`src/rtl/game_pkg.sv`:
```
// Shared game definitions: instruction field layout, opcodes, move directions
// and the player state encoding. The state machine and renderer import this too.
package game_pkg;

    localparam int OPC_MSB = 15;
    localparam int OPC_LSB = 12;
    localparam int OPD_MSB = 11;
    localparam int OPD_LSB = 4;

    localparam logic [3:0] HPY = 4'd1;
    localparam logic [3:0] DPY = 4'd2;
    localparam logic [3:0] IDG = 4'd3;
    localparam logic [3:0] SDG = 4'd4;
    localparam logic [3:0] MOV = 4'd5;
    localparam logic [3:0] SHP = 4'd6;

    localparam logic [1:0] UP    = 2'd0;
    localparam logic [1:0] LEFT  = 2'd1;
    localparam logic [1:0] DOWN  = 2'd2;
    localparam logic [1:0] RIGHT = 2'd3;

    typedef enum logic [1:0] {
        ST_ALIVE = 2'd0,
        ST_HIT   = 2'd1,
        ST_DEAD  = 2'd2
    } player_state_e;

endpackage

```
`src/rtl/instr_decode.sv`:
```
// Combinational split of the 16-bit player instruction word into the
// heal / damage / move qualifiers, the 8-bit amount and the move direction.
module instr_decode
    import game_pkg::*;
(
    input  logic [15:0] instr_i,
    output logic        is_heal_o,
    output logic        is_dmg_o,
    output logic        is_mov_o,
    output logic [7:0]  amount_o,
    output logic [1:0]  dir_o,
    output logic        dir_valid_o
);

    logic [3:0] opcode;
    logic [7:0] operand;
    logic       unused_low_bits;

    assign opcode  = instr_i[OPC_MSB:OPC_LSB];
    assign operand = instr_i[OPD_MSB:OPD_LSB];

    assign is_heal_o   = (opcode == HPY);
    assign is_dmg_o    = (opcode == DPY);
    assign is_mov_o    = (opcode == MOV);
    assign amount_o    = operand;
    assign dir_o       = operand[1:0];
    // Operands above RIGHT are not directions; such a MOV is a no-op.
    assign dir_valid_o = (operand[7:2] == 6'd0);

    assign unused_low_bits = ^instr_i[OPD_LSB-1:0];

endmodule

```
`src/rtl/player_core.sv`:
```
// Player executor for the dodge phase: HP, position, hit invulnerability,
// move pacing and the damage acknowledge back to the game state machine.
module player_core
    import game_pkg::*;
#(
    parameter int HP_MAX   = 100,
    parameter int STEP     = 4,
    parameter int MOVE_GAP = 3,
    parameter int INVULN   = 8,
    parameter int X_MIN    = 200,
    parameter int X_MAX    = 440,
    parameter int Y_MIN    = 240,
    parameter int Y_MAX    = 400,
    parameter int X_START  = 320,
    parameter int Y_START  = 320
) (
    input  logic        clk,
    input  logic        reset,
    input  logic [15:0] playerInstruction,
    input  logic        isMove,
    input  logic        startDmg,
    input  logic        respawn,
    output logic [7:0]  hp,
    output logic [9:0]  posX,
    output logic [9:0]  posY,
    output logic        isDeath,
    output logic        dmgAck
);

    localparam int GAP_W = $clog2(MOVE_GAP + 1);
    localparam int INV_W = $clog2(INVULN + 1);

    localparam logic signed [10:0] STEP_S  = 11'(STEP);
    localparam logic signed [10:0] X_MIN_S = 11'(X_MIN);
    localparam logic signed [10:0] X_MAX_S = 11'(X_MAX);
    localparam logic signed [10:0] Y_MIN_S = 11'(Y_MIN);
    localparam logic signed [10:0] Y_MAX_S = 11'(Y_MAX);

    logic       is_heal, is_dmg, is_mov, dir_valid;
    logic [7:0] amount;
    logic [1:0] dir;

    player_state_e    state_q, state_d;
    logic [7:0]       hp_q, hp_d;
    logic [9:0]       pos_x_q, pos_x_d;
    logic [9:0]       pos_y_q, pos_y_d;
    logic [GAP_W-1:0] gap_q, gap_d;
    logic [INV_W-1:0] inv_q, inv_d;
    logic             ack_q, ack_d;
    logic             dead_q, dead_d;

    logic [8:0]         heal_sum;
    logic [7:0]         heal_val, dmg_val;
    logic signed [10:0] next_x, next_y;

    instr_decode u_decode (
        .instr_i     (playerInstruction),
        .is_heal_o   (is_heal),
        .is_dmg_o    (is_dmg),
        .is_mov_o    (is_mov),
        .amount_o    (amount),
        .dir_o       (dir),
        .dir_valid_o (dir_valid)
    );

    // HP arithmetic: 9-bit heal sum cannot wrap before the ceiling clamp.
    assign heal_sum = {1'b0, hp_q} + {1'b0, amount};
    assign heal_val = (heal_sum > 9'(HP_MAX)) ? 8'(HP_MAX) : heal_sum[7:0];
    assign dmg_val  = (amount >= hp_q) ? 8'd0 : hp_q - amount;

    // Signed 11-bit so a step below zero clamps to the box edge instead of wrapping.
    always_comb begin
        next_x = $signed({1'b0, pos_x_q});
        next_y = $signed({1'b0, pos_y_q});
        case (dir)
            UP:      next_y = next_y - STEP_S;
            LEFT:    next_x = next_x - STEP_S;
            DOWN:    next_y = next_y + STEP_S;
            RIGHT:   next_x = next_x + STEP_S;
            default: ;
        endcase
        if (next_x < X_MIN_S)      next_x = X_MIN_S;
        else if (next_x > X_MAX_S) next_x = X_MAX_S;
        if (next_y < Y_MIN_S)      next_y = Y_MIN_S;
        else if (next_y > Y_MAX_S) next_y = Y_MAX_S;
    end

    always_comb begin
        // NOTE: every next-state signal gets its hold value first so no path infers a latch.
        state_d = state_q;
        hp_d    = hp_q;
        pos_x_d = pos_x_q;
        pos_y_d = pos_y_q;
        gap_d   = (gap_q != '0) ? gap_q - 1'b1 : gap_q;
        inv_d   = inv_q;
        ack_d   = 1'b0;

        if (state_q == ST_HIT) begin
            inv_d = (inv_q != '0) ? inv_q - 1'b1 : inv_q;
            if (inv_q <= INV_W'(1)) state_d = ST_ALIVE;
        end

        if (respawn) begin
            state_d = ST_ALIVE;
            hp_d    = 8'(HP_MAX);
            pos_x_d = 10'(X_START);
            pos_y_d = 10'(Y_START);
            gap_d   = '0;
            inv_d   = '0;
        end else if (startDmg) begin
            ack_d = 1'b1;
            if (state_q != ST_DEAD && is_heal) begin
                hp_d = heal_val;
            end else if (state_q == ST_ALIVE && is_dmg) begin
                hp_d    = dmg_val;
                state_d = (dmg_val == 8'd0) ? ST_DEAD : ST_HIT;
                inv_d   = (dmg_val == 8'd0) ? '0 : INV_W'(INVULN);
            end
        end else if (isMove && is_mov && dir_valid && gap_q == '0 && state_q != ST_DEAD) begin
            pos_x_d = next_x[9:0];
            pos_y_d = next_y[9:0];
            gap_d   = GAP_W'(MOVE_GAP);
        end

        dead_d = (state_d == ST_DEAD);
    end

    // NOTE: sequential state uses non-blocking assignments so all flops update together.
    always_ff @(posedge clk) begin
        if (reset) begin
            state_q <= ST_ALIVE;
            hp_q    <= 8'(HP_MAX);
            pos_x_q <= 10'(X_START);
            pos_y_q <= 10'(Y_START);
            gap_q   <= '0;
            inv_q   <= '0;
            ack_q   <= 1'b0;
            dead_q  <= 1'b0;
        end else begin
            state_q <= state_d;
            hp_q    <= hp_d;
            pos_x_q <= pos_x_d;
            pos_y_q <= pos_y_d;
            gap_q   <= gap_d;
            inv_q   <= inv_d;
            ack_q   <= ack_d;
            dead_q  <= dead_d;
        end
    end

    assign hp      = hp_q;
    assign posX    = pos_x_q;
    assign posY    = pos_y_q;
    assign isDeath = dead_q;
    assign dmgAck  = ack_q;

endmodule

```
`config.mk`:
```
export PLATFORM = sky130hd
export DESIGN_NAME = player_core
export DESIGN_NICKNAME = d
export VERILOG_FILES = /design/src/rtl/game_pkg.sv /design/src/rtl/instr_decode.sv /design/src/rtl/player_core.sv
export SDC_FILE = /design/constraint.sdc
export NUM_CORES = 1
export LEC_CHECK = 0
export CORE_MARGIN = 5
export CORE_UTILIZATION = 42
export DETAILED_ROUTE_END_ITERATION = 7
export PLACE_DENSITY = 0.67
export SLEW_MARGIN = 20
export SYNTH_ARGS = -nofsm -noshare
export SYNTH_HDL_FRONTEND = slang
export SYNTH_SLANG_ARGS = --single-unit
```
`constraint.sdc`:
```
create_clock -name clk -period 4 [get_ports clk]
set_clock_uncertainty 0.1 [all_clocks]
set_input_delay 1.2 -clock clk [delete_from_list [all_inputs] [get_ports clk]]
set_output_delay 1.2 -clock clk [all_outputs]
set_load 0.01 [all_outputs]
```
==> results.yml <==
run_status:
  status: "complete, no violations"
global_routing:
  grt_pass1_vias: 3436
  antenna_found_initial: 0
  track_usage: 0.187
  grt_max_degree: 27
  grt_pass1_wl_um: 15400
  overflow: 0
final_layout:
  syn_to_final_growth_pct: 35.9
  layout-drive-gt1-share: 0.226
  post-route-cell-area_um2: 4500
  diodes: 0
  nets: 581
  final_cells: 625
sta:
  holdWs_ns: 0.400
  maxSlewViolCount: 0
  slew_headroom: 0.620
  setup_viol: 0
  worstMarginPinSlew_ns: 0.567
  fin_crit_sh: 0.966
  fin_tns_setup_ns: 0
  period_minus_slack_ns: 3.86
  finalHoldViolCount: 0
  max_freq_mhz: 259
setup_path:
  rr_endpoint: "posY[2]"
  arrival_ns: 3.98
  path_class: "in2reg"
  ff2ff_setup_slack_ns: 0.92
  reg2reg_depth: 10
  endpoint_kind: "flop"
  worstPathMaxFanout: 8
  startpoint_type: "input pin"
  required_ns: 4.12
  worst_r2r_startpoint: "posY[2]"
clock_network:
  htree_levels: 2
  tritoncts: "yes"
  cts-root-buf: "clkbuf_8"
  cts_buffer_depth: 2
  path_clk_slew_ns: 0.07
  cts.sinks: 34
  cts_buffers: 5
  clock_latency_ns: 0.28
placement:
  placed_cell_area_um2: 4250
  portBuffers: 42
  gp_congestion: 0.898
  dpl.hpwl_um: 7350
  dpl.cell_count: 610
power_and_ir_drop:
  pwr-share-comb: 0.290
  power.internal_uw: 641
  switching_power_uw: 257
  leakagePower_nw: 1.90
  power.density_nw_per_um2: 200
  vdd_ir_drop_max_mv: 0.113
  pwr-share-seq: 0.380
  swShare: 0.286
  clockPowerShare: 0.330
floorplan:
  die-area_um2: 9750
  start_util: 0.430
  die_h_um: 98.8
  core_area_um2: 7690
  std_cell_rows: 32
  num_io_pins: 51
  die_x_um: 98.8
synthesis:
  synthArstFlopShare: 0
  yosysWarnings: 0
  synth_cell_type_count: 72
  synth_area_um2: 3310
  syn_avg_cell_area_um2: 7.88
  synth_edf_count: 0
  synth_seq_cells: 34
  syn-instance-count: 420
  synth_seq_area_share: 0.206
  synthFlopType: "dfxtp_1"
run:
  drv_cap: 0
route:
  drc: 0
  drtIter0Drc: 108
  drtAntennaViolNets: 0
  dr.pass1.iters: 4
  routed_via_density: 5.59
  totalWireLength_um: 9530
  vias: 3496
  routedWlPerCell_um: 15.2
worst_hold_path:
  holdPathEnd: "gap_q[1]"
  hold_depth: 2
  min-delay-start: "gap_q[0]"
  hold_class: "reg2reg"
how the worst max path moves through the flow:
stage,startpoint,end,slack (ns)
6_report,playerInstruction[5],posY[2],0.14
5_1_grt,playerInstruction[5],posX[5],-0.02
4_1_cts,playerInstruction[4],posY[2],0.09
3_5_place_dp,playerInstruction[4],posY[2],-0.53
3_3_place_gp,playerInstruction[4],posY[2],-0.45
2_1_floorplan,playerInstruction[4],posY[2],-0.001
final cells by class:
cell class,count,area (um^2)
clock buffer,8,110
timing repair buffer,115,962
sequential,34,681
tap,102,128
multi-input combinational,338,2510
inverter,28,106
fill,713,3190
per-stage QoR:
step | worst slack [ns] | power [mW] | util
finish | 0.136 | 0.898 | 0.585
global route | -0.0174 | 0.946 | 0.585
CTS | 0.0878 | 0.897 | 0.578
detailed placement | -0.533 | 0.591 | 0.553
global placement | -0.446 | 0.585 | 0.553
floorplan | -0.00148 | 0.492 | -
critical path, stage by stage:
cell	delay, ns
dlygate4sd2_1	0.28
nand2_4	0.14
inv_1	0.08
fa_1	0.40
nand3b_1	0.32
a21oi_2	0.21
a311oi_2	0.08
o31ai_1	0.30
o21ai_2	0.09
or3_4	0.40
or3_1	0.33
a21oi_1	0.14
sequential cells by signal, summed over array words and instances, names as in the netlist:
signal / flops
posY: 8
hp: 8
posX: 8
dmgAck: 1
state_q: 2
gap_q: 2
isDeath: 1
inv_q: 4
layout by cell type, fill, tap and decap left out, types with 6 or more instances in the layout:
cell | synthesis | layout
xor2_1 | 7 | 7
o21a_1 | 8 | 8
a21oi_2 | 2 | 6
ha_1 | 34 | 33
inv_1 | 27 | 27
nand2_1 | 27 | 25
clkdlybuf4s50_1 | 0 | 40
a21oi_1 | 37 | 33
dfxtp_1 | 34 | 34
a21o_1 | 6 | 6
buf_4 | 5 | 73
xnor2_1 | 6 | 6
o211ai_1 | 6 | 6
nand2b_1 | 8 | 8
nand4_1 | 9 | 9
a211o_1 | 6 | 6
clkbuf_8 | 0 | 8
nor3_1 | 12 | 12
o21ai_0 | 19 | 19
o21bai_1 | 7 | 7
nor2_1 | 24 | 23
nand3_1 | 13 | 13
and3_1 | 7 | 7
power by group through the flow:
| stage | registers [mW] | logic (mW) | clock network (mW) |
|---|---|---|---|
| floorplan | 0.349 | 0.143 | 0 |
| global placement | 0.349 | 0.237 | 0 |
| detailed placement | 0.349 | 0.242 | 0 |
| CTS | 0.341 | 0.252 | 0.304 |
| global route | 0.341 | 0.284 | 0.321 |
| finish | 0.341 | 0.260 | 0.297 |
synth_stat cells, types with 3 or more instances:
cell type   n  area share
xnor2_1     6       0.016
dfxtp_1    34        0.21
and3_1      7       0.013
o211a_1     4       0.012
buf_6       3       0.010
nor2_1     24       0.027
nand3b_1    4      0.0091
nand2_1    27       0.031
nor2b_1     6       0.011
or3_1       3      0.0057
o211ai_1    6       0.014
mux2i_1     4       0.012
fa_1        4       0.024
and2_1      5      0.0095
nor4b_1     3      0.0079
nand4_1     9       0.017
a21o_1      6       0.014
clkbuf_1   11       0.012
o21bai_1    7       0.016
nor3b_1     3      0.0068
o21ai_0    19       0.029
a21oi_1    37       0.056
nor4_1      4      0.0076
o31ai_1     6       0.014
nand3_1    13       0.020
a311oi_1    4       0.011
nor3_1     12       0.018
nand2b_1    8       0.015
o21a_1      8       0.018
inv_1      27       0.031
a211o_1     6       0.016
buf_4       5       0.011
a31oi_1     6       0.011
a211oi_1    4      0.0091
xor2_1      7       0.019
ha_1       34        0.13
metal layers:
layer | vias up | GRT usage | wire (um)
met4 | 0 | 0.0630 | 155
met3 | 19 | 0.0248 | 367
met1 | 1651 | 0.239 | 4370
li1 | 1751 | - | -
met2 | 75 | 0.324 | 4630
met5 | - | 0 | 0
cell families after synthesis:
family,share of synthesized area
compound gates,0.289
xor+xnor,0.0344
fa+ha+maj,0.153
buf+inv,0.0715
flops,0.206
mux,0.0155
other cells,0.00113
simple gates,0.230
timing repair:
item	in CTS	in global routing
setup endpoints to repair	9	6
buffers inserted	6	1
pin swaps	5	4
gates resized for setup	11	11
hold buffers	0	0
Power figures use the tool's default switching activity.
